[src/rtl/stopwatch_pkg.sv]
// rtl/stopwatch_pkg.sv - shared state encodings and default prescaler divide
//
// Purpose: common definitions for the stopwatch control block.
//   state_t          : 2-bit FSM encoding IDLE=0, RUN=1, STOP=2, LAP=3
//   TICK_DIV_DEFAULT : clock cycles per hundredth-second increment
package stopwatch_pkg;

  typedef enum logic [1:0] {
    S_IDLE = 2'd0,
    S_RUN  = 2'd1,
    S_STOP = 2'd2,
    S_LAP  = 2'd3
  } state_t;

  localparam int TICK_DIV_DEFAULT = 1000000;

endpackage

[src/rtl/press_detect.sv]
// rtl/press_detect.sv - rising-edge press pulse from a clean button level
//
// Purpose: registers the previous button level and flags the first cycle
// the button is seen high, so a held button yields exactly one press.
// Ports:
//   clock : system clock
//   reset : synchronous active-high reset, clears the history bit
//   btn   : synchronised, debounced button level
//   press : combinational pulse, btn & ~previous btn
module press_detect (
  input  logic clock,
  input  logic reset,
  input  logic btn,
  output logic press
);

  logic prev;

  always_ff @(posedge clock) begin
    if (reset) begin
      prev <= 1'b0;
    end else begin
      prev <= btn;
    end
  end

  assign press = btn & ~prev;

endmodule

[src/rtl/stopwatch_ctrl.sv]
// rtl/stopwatch_ctrl.sv - stopwatch run/stop/lap/clear FSM with hundredths prescaler
//
// Purpose: turns start/stop and lap/reset button presses into control for
// the digit counter chain and display latch.
// Ports:
//   clock   : system clock
//   reset   : synchronous active-high reset
//   btn_ss  : start/stop button level (synchronised, debounced)
//   btn_lr  : lap/reset button level (synchronised, debounced)
//   inc     : one-cycle pulse advancing the hundredths digit
//   clr     : one-cycle pulse clearing the digit counters
//   hold    : display freeze level, high while in LAP
//   running : high in RUN or LAP
//   state   : current FSM state (IDLE=0, RUN=1, STOP=2, LAP=3)
module stopwatch_ctrl
  import stopwatch_pkg::*;
#(
  parameter int TICK_DIV = TICK_DIV_DEFAULT,
  parameter int TICK_W   = 20
) (
  input  logic       clock,
  input  logic       reset,
  input  logic       btn_ss,
  input  logic       btn_lr,
  output logic       inc,
  output logic       clr,
  output logic       hold,
  output logic       running,
  output logic [1:0] state
);

  localparam logic [TICK_W-1:0] LAST = TICK_W'(TICK_DIV - 1);

  logic              press_ss;
  logic              press_lr;
  state_t            cur;
  state_t            nxt;
  logic [TICK_W-1:0] presc;
  logic              counting;
  logic              wrap;

  press_detect u_press_ss (
    .clock (clock),
    .reset (reset),
    .btn   (btn_ss),
    .press (press_ss)
  );

  press_detect u_press_lr (
    .clock (clock),
    .reset (reset),
    .btn   (btn_lr),
    .press (press_lr)
  );

  // Start/stop is checked first everywhere, so a same-edge lap/reset
  // press is dropped.
  always_comb begin
    nxt = cur;
    case (cur)
      S_IDLE: if (press_ss) nxt = S_RUN;
      S_RUN: begin
        if (press_ss)      nxt = S_STOP;
        else if (press_lr) nxt = S_LAP;
      end
      S_LAP: begin
        if (press_ss)      nxt = S_STOP;
        else if (press_lr) nxt = S_RUN;
      end
      S_STOP: begin
        if (press_ss)      nxt = S_RUN;
        else if (press_lr) nxt = S_IDLE;
      end
      default: nxt = S_IDLE;
    endcase
  end

  // Counting follows the current state, so the edge that leaves RUN/LAP
  // still counts and can still produce its final inc.
  assign counting = (cur == S_RUN) || (cur == S_LAP);
  assign wrap     = counting && (presc == LAST);

  always_ff @(posedge clock) begin
    if (reset) begin
      cur     <= S_IDLE;
      presc   <= '0;
      inc     <= 1'b0;
      clr     <= 1'b0;
      hold    <= 1'b0;
      running <= 1'b0;
    end else begin
      cur     <= nxt;
      inc     <= wrap;
      clr     <= (cur == S_STOP) && (nxt == S_IDLE);
      hold    <= (nxt == S_LAP);
      running <= (nxt == S_RUN) || (nxt == S_LAP);
      // STOP keeps the partial count so a resume finishes the same tick.
      if (wrap) begin
        presc <= '0;
      end else if (counting) begin
        presc <= presc + TICK_W'(1);
      end else if (nxt == S_IDLE) begin
        presc <= '0;
      end
    end
  end

  assign state = cur;

endmodule

[config.mk]
export PLATFORM = sky130hd
export DESIGN_NAME = stopwatch_ctrl
export DESIGN_NICKNAME = d
export VERILOG_FILES = /design/src/rtl/stopwatch_pkg.sv /design/src/rtl/press_detect.sv /design/src/rtl/stopwatch_ctrl.sv
export SDC_FILE = /design/constraint.sdc
export NUM_CORES = 1
export LEC_CHECK = 0
export CAP_MARGIN = 10
export CORE_MARGIN = 4
export CORE_UTILIZATION = 57
export CTS_CLUSTER_SIZE = 30
export DETAILED_ROUTE_END_ITERATION = 10
export PLACE_DENSITY = 0.78
export SETUP_SLACK_MARGIN = 0.5
export SYNTH_ARGS = -nofsm -noshare
export SYNTH_HDL_FRONTEND = slang
export SYNTH_SLANG_ARGS = --single-unit
[constraint.sdc]
create_clock -name clock -period 2 [get_ports clock]
set_clock_uncertainty 0.05 [all_clocks]
set_input_delay 0.3 -clock clock [delete_from_list [all_inputs] [get_ports clock]]
set_output_delay 0.3 -clock clock [all_outputs]
set_load 0.1 [all_outputs]
==> impl_results.md <==
- Status: finished, final reports clean
- FMAX: 0.590 GHz
- GRT met3 Usage: 0.0312
- Worst-Skew Late Latency: 350 ps
- Total GRT Usage: 0.234
- Synth Area in Compound Gates: 0.198
- Setup TNS: 0 ps
- Mux cell area share after synthesis: 0.00705
- Met1 usage: 0.304
- Synth Area per Inst: 8.35 um2
- Inserted Clock Buffers: 3
- Placed Cells: 204
- Yosys top cell by area: dfxtp_1
- Post-synthesis simple-gate area fraction: 0.340
- Leakage: 0.633 nW
- CP Launch Type: flop
- Async set-reset flop share out of synthesis: 0
- Slew Limit Fails: 0
- Synth unique cells: 43
- Synth Area in XOR/XNOR: 0.0123
- Routability cong.: 0.840
- Pwr Density: 577 nW/um2
- Total congestion overflow: 0
- Yosys warns: 0
- Register bit count reported by yosys: 28
- Clk slew on worst S/H paths: 160 ps
- DP HPWL: 2.21 mm
- Slew headroom: 0.756
- Max IR drop VDD: 0.659 mV
- Arrival @ worst endpoint: 1930 ps
- Synth area leaders: dfxtp_1 40%, a21oi_1 8.5%, nor2_1 4.5%
- Final setup vio count: 0
- Global-route wire length before repair: 6.26 mm
- Initial DRC Count: 77
- # fillers: 122
- Worst path required time: 2240 ps
- Crit. End Element: flop
- Slew @ Worst Pin: 361 ps
- Area Growth Syn to Fin: 34.5%
- Largest net degree at the start of global routing: 21
- Ys flop type: dfxtp_1
- Total chip power: 1.10 mW
- Pre-antenna DRT Iters: 4
- Synth Area in Adders: 0.00882
- Crit Path Max Fanout: 5
- Initial Utilization: 0.618
- Register area share after synthesis: 0.395
- Num rows: 17
- CTS tree: built
- Mapped Cells: 170
- RSZ-0062 raised after global routing: yes
- Syn_nets: 175
- Die area: 3350 um2
- Cell Area, Synth: 1420 um2
- M2 GR Usage: 0.382
- Tmin final: 1700 ps
- Core Region: 2300 um2
- Number of global-route vias before repair: 1348
- Combinational family with the most area after synthesis: simple AND/OR/NAND/NOR gates
- Vias per inst: 6.64
- Most Crowded Layer GR: met2
- Hold WC Path Type: flop to flop
- Final non-filler cell total: 222
- # nets final: 200
- Top cell type's share of synthesized area: 0.395
- Final Hold Violating Endpoints: 0
- Hold buffers post-CTS: 0
- # port buffers: 9
- Maximum clock path buffer count: 2
- EDFF count, synth: 0
- DRC viols: 0
- Setup CP Type: flop to flop
- Die W: 57.9 um
- Routed len/inst: 18.6 um
- Post-route antenna net violation count: 0
- Max Cap Viol: 0
- Die Height: 57.9 um
- Root Driver: clkbuf_4
- Diode count: 0
- Initial antenna violation count: 0
- Layout cell share with drive strength beyond 1: 0.397
- Clock Sinks: 28
- Fin crit share: 0.848
- # IOs: 10
- Total number of vias: 1474
- CTS H-tree depth: 1
- Detailed Route WL: 4.14 mm
area by class of cell:
| cell class | instances | area (um2) | area share |
|---|---|---|---|
| flip-flops and latches | 28 | 606 | 0.317 |
| well taps | 28 | 35.0 | 0.0184 |
| clock buffers | 4 | 36.3 | 0.0190 |
| multi-input cells | 131 | 946 | 0.496 |
| inverters | 1 | 6.26 | 0.00328 |
| repair buffers | 30 | 279 | 0.146 |
final timing paths:
check	start	to	slack, ps	depth (start not counted)
setup / recovery	presc[7]	presc[19]	300	5
hold / removal	presc[14]	presc[14]	450	1
setup reg to reg	presc[7]	presc[19]	300	5
hold reg to reg	presc[14]	presc[14]	450	1
what timing repair did:
item,CTS,global route
resized for setup,18,27
buffers inserted,10,2
gates cloned,0,2
pin swaps,4,1
setup endpoints to repair,20,20
routing by layer:
layer	routed length (um)	part of all wire
met5	0	0
met3	266	0.064
met1	1760	0.42
met2	1970	0.48
met4	140	0.034
worst max-delay path, stage by stage, from the launching register on:
cell and delay [ps]:
dfxtp_2 430, nand4_1 250, nor3_2 270, nand2_1 120, or3_1 330, a21oi_1 180
kinds of logic after synthesis:
| logic type | count (synthesis) |
|---|---|
| XOR/XNOR | 2 |
| adder cells (fa/ha/maj) | 1 |
| multiplexers | 1 |
| buffers and inverters | 11 |
| AO/OA/AOI/OAI | 48 |
| flip-flops | 28 |
| AND/OR/NAND/NOR | 79 |
placed cells by master, fill, tap and decap left out, types with 5 or more instances in the layout:
cell / count
nor2_1: 16
dfxtp_2: 9
a21oi_2: 7
dfxtp_4: 9
dfxtp_1: 10
a21oi_1: 16
o21ai_0: 7
buf_4: 23
nand2_1: 14
nor2b_1: 5
or4_1: 5
synth_stat cells (all sizes together), types with 5 or more instances:
master and instances:
nor2 18, o21ai 8, a21oi 24, nor4 5, buf 6, nand2 15
nand3 6, or4 5, nor2b 5, nand4 6, dfxtp 28
through the flow:
stage               instance area (um2)  utilization  hold slack (ps)  worst slack (ps)
finish                             1910        0.831              448               305
global route                       1910        0.831              476               253
CTS                                1760        0.767              456               401
detailed placement                 1590        0.692              437               154
global placement                   1590        0.692              425               188
floorplan                          1450            -              378               412
registers in the layout (all words and copies together), names as in the netlist:
register	cells
clr	1
u_press_lr.prev	1
hold	1
running	1
state	2
inc	1
presc	20
u_press_ss.prev	1
report_power, final:
group	total, mW	switching [mW]	leakage, nW	internal (mW)
logic	0.231	0.145	0.373	0.0859
registers	0.571	0.00989	0.238	0.561
clock network	0.300	0.188	0.0210	0.112
Note: power is estimated with default switching activity, not from simulation.
